<file path="src/rtl/operand_fetch_stage.sv">
// Operand fetch stage: reads the register file, bypasses same-cycle write-back,
// and holds one instruction for execute with write-back refresh while stalled.
module operand_fetch_stage #(
    parameter int XLEN = 32,
    parameter int AW   = 5
) (
    input  logic            CLK,
    input  logic            RESET,
    input  logic            IN_VALID,
    output logic            IN_READY,
    input  logic [AW-1:0]   RS1_ADDR,
    input  logic [AW-1:0]   RS2_ADDR,
    input  logic [AW-1:0]   RD_ADDR_IN,
    input  logic [31:0]     PC_IN,
    output logic [AW-1:0]   RF_ADDR1,
    output logic [AW-1:0]   RF_ADDR2,
    input  logic [XLEN-1:0] RF_DATA1,
    input  logic [XLEN-1:0] RF_DATA2,
    input  logic            WB_WRITE,
    input  logic [AW-1:0]   WB_ADDR,
    input  logic [XLEN-1:0] WB_DATA,
    input  logic            FLUSH,
    output logic            OUT_VALID,
    input  logic            OUT_READY,
    output logic [XLEN-1:0] OP1,
    output logic [XLEN-1:0] OP2,
    output logic [AW-1:0]   RD_OUT,
    output logic [31:0]     PC_OUT,
    output logic [AW-1:0]   RS1_OUT,
    output logic [AW-1:0]   RS2_OUT,
    output logic [15:0]     STALL_CNT
);

    // Handshakes: a beat moves when valid && ready on a rising edge. Upstream
    // ready depends only on the output register state, never on FLUSH.
    logic            out_valid_q;
    logic [XLEN-1:0] op1_q, op2_q;
    logic [AW-1:0]   rd_q, rs1_q, rs2_q;
    logic [31:0]     pc_q;
    logic [15:0]     stall_q;

    logic            accept;
    logic            hold;
    logic            pop;
    logic [XLEN-1:0] op1_fetch, op2_fetch;
    logic            wb_hits_rs1, wb_hits_rs2;

    assign RF_ADDR1 = RS1_ADDR;
    assign RF_ADDR2 = RS2_ADDR;

    assign IN_READY = !out_valid_q || OUT_READY;
    assign accept   = IN_VALID && IN_READY && !FLUSH;
    assign hold     = out_valid_q && !OUT_READY;
    assign pop      = out_valid_q && OUT_READY;

    // x0 always reads zero; a same-cycle write-back wins over the RF read.
    always_comb begin
        op1_fetch = RF_DATA1;
        op2_fetch = RF_DATA2;
        if (RS1_ADDR == '0)
            op1_fetch = '0;
        else if (WB_WRITE && (WB_ADDR == RS1_ADDR))
            op1_fetch = WB_DATA;
        if (RS2_ADDR == '0)
            op2_fetch = '0;
        else if (WB_WRITE && (WB_ADDR == RS2_ADDR))
            op2_fetch = WB_DATA;
    end

    // A held instruction must not miss a write that lands while it waits.
    assign wb_hits_rs1 = WB_WRITE && (WB_ADDR == rs1_q) && (rs1_q != '0);
    assign wb_hits_rs2 = WB_WRITE && (WB_ADDR == rs2_q) && (rs2_q != '0);

    always_ff @(posedge CLK) begin
        if (RESET) begin
            out_valid_q <= 1'b0;
            op1_q       <= '0;
            op2_q       <= '0;
            rd_q        <= '0;
            rs1_q       <= '0;
            rs2_q       <= '0;
            pc_q        <= '0;
        end else if (accept) begin
            out_valid_q <= 1'b1;
            op1_q       <= op1_fetch;
            op2_q       <= op2_fetch;
            rd_q        <= RD_ADDR_IN;
            rs1_q       <= RS1_ADDR;
            rs2_q       <= RS2_ADDR;
            pc_q        <= PC_IN;
        end else begin
            if (FLUSH || pop)
                out_valid_q <= 1'b0;
            if (hold && wb_hits_rs1)
                op1_q <= WB_DATA;
            if (hold && wb_hits_rs2)
                op2_q <= WB_DATA;
        end
    end

    always_ff @(posedge CLK) begin
        if (RESET)
            stall_q <= '0;
        else if (hold && !FLUSH && (stall_q != 16'hFFFF))
            stall_q <= stall_q + 16'd1;
    end

    assign OUT_VALID = out_valid_q;
    assign OP1       = op1_q;
    assign OP2       = op2_q;
    assign RD_OUT    = rd_q;
    assign PC_OUT    = pc_q;
    assign RS1_OUT   = rs1_q;
    assign RS2_OUT   = rs2_q;
    assign STALL_CNT = stall_q;

endmodule

</file>
<file path="config.mk">
export PLATFORM = sky130hd
export DESIGN_NAME = operand_fetch_stage
export DESIGN_NICKNAME = d
export VERILOG_FILES = /design/src/rtl/operand_fetch_stage.sv
export SDC_FILE = /design/constraint.sdc
export NUM_CORES = 1
export LEC_CHECK = 0
export BUFFER_PORTS_ARGS = -buffer_cell sky130_fd_sc_hd__buf_2
export CORE_ASPECT_RATIO = 2
export CORE_MARGIN = 2
export CORE_UTILIZATION = 43
export DETAILED_ROUTE_END_ITERATION = 7
export MAX_ROUTING_LAYER = met4
export PLACE_DENSITY = 0.78
export SYNTH_ARGS = -nofsm -noshare
export SYNTH_HDL_FRONTEND = slang
export SYNTH_SLANG_ARGS = --single-unit
</file>
<file path="constraint.sdc">
create_clock -name CLK -period 1.8 [get_ports CLK]
set_clock_uncertainty 0.1 [all_clocks]
set_input_delay 0.18 -clock CLK [delete_from_list [all_inputs] [get_ports CLK]]
set_output_delay 0.18 -clock CLK [all_outputs]
set_load 0.01 [all_outputs]
</file>
* After elaboration in Yosys (flattened, before gate mapping) *
Index checks and enable logic that the tools add are counted.
Widths: inputs -> output; s select.

operators by class
  $add $sub $neg = 1
  equality and inequality tests = 5
  multiplexer cells = 10
  reductions and logical operators = 26

operators with widths
  operator               number
  $mux 32                8
  $eq 5x5->1             4
  $add 16x1->16 const B  1
  $ne 16x16->1 const B   1
  $logic_and 1x1->1      14
  $logic_not 5->1        2
  $reduce_bool 5->1      2
  $reduce_bool 2->1      3
  $logic_not 1->1        3
  $logic_or 1x1->1       2
  $mux 1                 2

word-level totals
  bits in registers = 128
  input port bits = 154

* Depth between registers and ports, before layout *
  word-level depth = 6
  depth in mapped cells = 7
  mapped depth without buffers = 6

* Worst setup path after synthesis *
Ideal clock, no wire load.

  kind = register -> register
  from = reg out_valid_q (netlist: OUT_VALID)
  to = reg op1_q[10] (netlist: OP1[10])
  library setup time = 0.141 ns
  data arrival time = 1.638 ns
  required time = 1.559 ns
  setup slack = -0.079 ns
  stages on the path, launching flop included = 7
  path buffers = 1
  period minus slack after synthesis = 1.879 ns
  cell sequence = dfxtp_1 > nor2b_4 > nand2_2 > o41a_4 > buf_6 > a221oi_2 > nor3_2

on the way
  word-level cells in the longest chain between the ends = 5
  elaborated cells between the ends (all ways) = 8
  those cells by class = mux (1); reduce/logical (7)

RTL lines
  what                                                 line  text
  start, declared                                      36    logic out_valid_q;
  start signal, assigned                               76    out_valid_q <= 1'b0;
  start signal, assigned                               84    out_valid_q <= 1'b1;
  start signal, assigned                               93    out_valid_q <= 1'b0;
  $logic_not 1->1                                      51    assign IN_READY = !out_valid_q || OUT_READY;
  $logic_or 1x1->1                                     51
  $logic_and 1x1->1 (2 in series)                      52    assign accept = IN_VALID && IN_READY && !FLUSH;
  $mux 32 / $reduce_bool 2->1 (equally long branches)  --
  end signal, assigned                                 85    op1_q <= op1_fetch;
  end, declared                                        37    logic [XLEN-1:0] op1_q, op2_q;

Parallel ways exist; a longest one is shown, timed or not.
A chain may end at the register's enable or synchronous reset.

* Final worst setup path *
  from = reg rs1_q[1] (netlist: RS1_OUT[1])
  to = reg op1_q[28] (netlist: OP1[28])

on the way
  word-level cells in the longest chain between the ends = 5
  elaborated cells between the ends (all ways) = 6
  those cells by class = eq/ne (1); reduce/logical (5)

RTL lines
  what                             line  text
  start, declared                  38    logic [AW-1:0] rd_q, rs1_q, rs2_q;
  start signal, assigned           80    rs1_q <= '0;
  start signal, assigned           88    rs1_q <= RS1_ADDR;
  $eq 5x5->1                       71    assign wb_hits_rs1 = WB_WRITE && (WB_ADDR == rs1_q) && (rs1_q != '0);
  $logic_and 1x1->1                71
  $logic_and 1x1->1 (*)            71
  $logic_and 1x1->1 (*)            94    if (hold && wb_hits_rs1)
  $reduce_bool 2->1 (no line) (*)  --

Mark *: on every way between the ends. The rest lies on a longest branch, timed or not.

==> impl_metrics.csv <==
group,metric,value,unit
outcome,status,"finished, violations left",
outcome,violations,"hold timing, setup timing",
clock_tree,cts.sinks,128,
timing,slew_headroom,65.7,%
power_and_ir_drop,internal_power,0.00593,W
global_route,grt_pass1_wl,34900,um
layout,drive_gt1_share,53.3,%
clock_tree,htreeDepth,4,
worst_setup_path,r2r.worst_path.cells,6,
drt,drtAntennaViolNets,0,
layout,fin_area,10500,um2
synth,ys_seq_area_share,40.6,%
drt,wl,25200,um
timing,fin_tns_setup,-6.96,ns
power_and_ir_drop,seqPwrFrac,37.5,%
drt,firstDrtPassIters,5,
die,fp-row-count,62,
synth,yosys_warnings,0,
global_route,grt-ovfl-total,0,
timing,timing.final.crit_share,113,%
timing,hold_viol,2,
timing,worst_slew_pin_slew,0.513,ns
placement,gp_congestion,0.887,
layout,nNetsFinal,1220,
worst_setup_path,rrSetupSlack,-0.23,ns
power_and_ir_drop,clkPwrFrac,41.0,%
worst_setup_path,critPathMaxFanout,7,
worst_setup_path,r2r-start,"RS1_OUT[1]",
synth,synth_area,6320,um2
timing,clock.fmax,494,MHz
timing,final-setup-viol-count,64,
synth,synthCells,646,
power_and_ir_drop,p_comb_share,21.5,%
synth,synth_ff_type,"dfxtp_1",
worst_hold_path,worstHoldStart,"RF_DATA1[20]",
clock_tree,clk_pin_slew,0.06,ns
worst_hold_path,whs_path_depth,3,
die,die_w,89.7,um
worst_hold_path,worstHoldEndpoint,"OP1[20]",
worst_setup_path,end_kind,"flip-flop",
clock_tree,numCtsBuffers,17,
die,coreArea,14400,um2
clock_tree,cts_root_buffer,"clkbuf_16",
worst_setup_path,timing.rr.end,"OP1[28]",
timing,setup_ws,-0.226,ns
timing,period_needed,2.03,ns
worst_setup_path,critical_path_class,"flip-flop to flip-flop",
worst_hold_path,hp-class,"input pin to flip-flop",
placement,placement.cell_area,8260,um2
die,die_height,175,um
drt,vias,6914,
clock_tree,cts_tree,"done",
synth,synth_cell_types,43,
synth,ys_ff_latch,128,
timing,rsz0062_at_grt,"yes",
layout,ff_latch_area,2570,um2
layout,fill_cells,938,
power_and_ir_drop,p_switching,0.00231,W
layout,instances_no_fill,1270,
drt,wl_per_cell,19.8,um
power_and_ir_drop,switching_share,28.1,%
worst_setup_path,arrival,2.25,ns
run,cap_violations,0,
synth,synth_nets,801,
die,die-area,15700,um2
global_route,grt_max_degree,55,
power_and_ir_drop,p_per_area,782,nW/um2
placement,io_buffers,292,
die,start_util,44.0,%
power_and_ir_drop,peakVddDrop,0.675,mV
power_and_ir_drop,p_total,0.00824,W
drt,drc,0,
drt,drt_iter0_markers,315,
timing,holdWs,-0.0250,ns
placement,dp_slack,-0.117,ns
placement,dp.cells,1128,
die,ioPinCount,293,
global_route,grt_pass1_vias,6878,
global_route,antenna_found_initial,2,
layout,area_growth,66.9,%
drt,vias_per_cell,5.44,
worst_setup_path,cp-start-kind,"flip-flop",
layout,multi_input_area,3910,um2
global_route,grt_util_all_layers,28.6,%
synth,synth_edf_count,0,
synth,syn_avg_cell_area,9.78,um2
synth,async_reset_ff_share,0,%
clock_tree,clk_path_buf_depth,2,
clock_tree,clkLatencyLatePin,0.42,ns
worst_setup_path,critical_path_required,2.03,ns
power_and_ir_drop,leakage,4.55,nW
placement,dp_hpwl,15000,um
timing,maxSlewViolCount,0,
power by group through the flow:
stage	Sequential (W)	Combinational, W	Clock [W]
final	0.00309	0.00177	0.00338
after CTS	0.00307	0.00154	0.00338
after floorplan	0.00320	0.000663	0
after detailed placement	0.00313	0.00134	0
after global placement	0.00312	0.00132	0
after global routing	0.00310	0.00186	0.00351
per-layer routing:
layer / vias to the layer above / global-route usage [%] / share of wire, %
met5: - / - / 0
met2: 355 / 52.7 / 55
met3: 112 / 5.45 / 6.0
li1: 3144 / - / -
met4: 0 / 16.5 / 5.5
met1: 3303 / 27.6 / 34
cells by family after synthesis:
logic type / after synthesis / share of synthesized area [%]
adder cells (fa/ha/maj): 1 / 0.198
AND/OR/NAND/NOR: 292 / 25.7
buffers and inverters: 67 / 7.05
AO/OA/AOI/OAI: 127 / 21.8
flip-flops: 128 / 40.6
XOR/XNOR: 31 / 4.65
per-stage QoR:
step	hold WS (ns)	util, %
floorplan	0.152	-
global placement	0.319	57.6
detailed placement	0.327	57.6
CTS	0.000648	68.9
global route	-0.0189	73.5
finish	-0.0250	73.5
cell type report:
type                    instances  share of cell area (%)
multi-input cells             452                    37.1
repair buffers                461                    30.7
flip-flops and latches        128                    24.4
clock buffers                  23                    4.53
well taps                     192                    2.28
clock inverters                 7                   0.807
inverters                       5                   0.178
diodes                          2                  0.0474
worst max-delay path by stage:
stage | slack, ns | endpoint | cells past startpoint | startpoint
2_1_floorplan | 0.002 | OP1[10] | 6 | RS1_OUT[2]
3_3_place_gp | -0.13 | OP1[0] | 7 | RS1_ADDR[1]
3_5_place_dp | -0.12 | OP1[0] | 7 | RS1_ADDR[1]
4_1_cts | -0.11 | OP1[20] | 6 | OUT_VALID
5_1_grt | -0.28 | OP1[28] | 6 | RS1_OUT[1]
6_report | -0.23 | OP1[28] | 6 | RS1_OUT[1]
flip-flops by register name, indices dropped and copies added (netlist names):
signal	count
STALL_CNT	16
OUT_VALID	1
OP2	32
PC_OUT	32
RS1_OUT	5
RD_OUT	5
RS2_OUT	5
OP1	32
cell usage after synthesis (2+ instances only):
library cell	number	area, um2
dfxtp_1	128	2560
nand2_1	103	387
nor2_1	81	304
a221oi_2	60	901
nor3_2	60	601
a21oi_1	49	245
xnor2_1	26	228
clkbuf_1	24	90.1
buf_4	13	97.6
nor3_1	12	60.1
buf_2	11	55.1
buf_6	11	124
nand4_1	6	37.5
inv_1	5	18.8
nand3_1	5	25.0
a221oi_1	4	35.0
nor4_1	4	25.0
and2_1	3	18.8
buf_12	3	60.1
nor3b_1	3	22.5
xnor2_2	3	48.8
a21oi_4	2	32.5
and4_1	2	17.5
nor4b_1	2	17.5
o211a_1	2	20.0
o21ai_0	2	10.0
o31ai_2	2	25.0
o41a_4	2	42.5
o41ai_4	2	55.1
or4_4	2	22.5
xor2_1	2	17.5
what timing repair did:
action | 4_1_cts | 5_1_grt
pin swaps | 2 | 32
endpoints found under the setup margin | 63 | 68
hold buffers | 98 | 4
cloned | 0 | 5
hold endpoints to repair | 94 | 4
gates resized for setup | 15 | 67
setup buffers | 0 | 3
critical path, cell delays in order, from the launching register on:
cell      delay [ns]
dfxtp_2         0.34
or4_4           0.53
a21oi_4         0.20
o41a_4          0.29
buf_8           0.19
a221oi_2        0.05
nor3_2          0.23
cell usage in the layout, fill, tap and decap left out, drive strengths merged, types with 2 or more instances in the layout:
master	count
nand3	6
bufinv	2
nor4	5
xor2	2
o41ai	2
o211a	2
nor3b	4
or4	2
nand4	6
o21ai	2
nor3	72
a221oi	64
a21oi	51
xnor2	29
clkbuf	26
clkinv	5
o31ai	2
and2	4
dlygate4sd3	102
diode	2
buf	356
dfxtp	128
and4	2
nand2	104
o41a	3
inv	5
nor4b	2
nor2	81
Power figures use the tool's default switching activity.
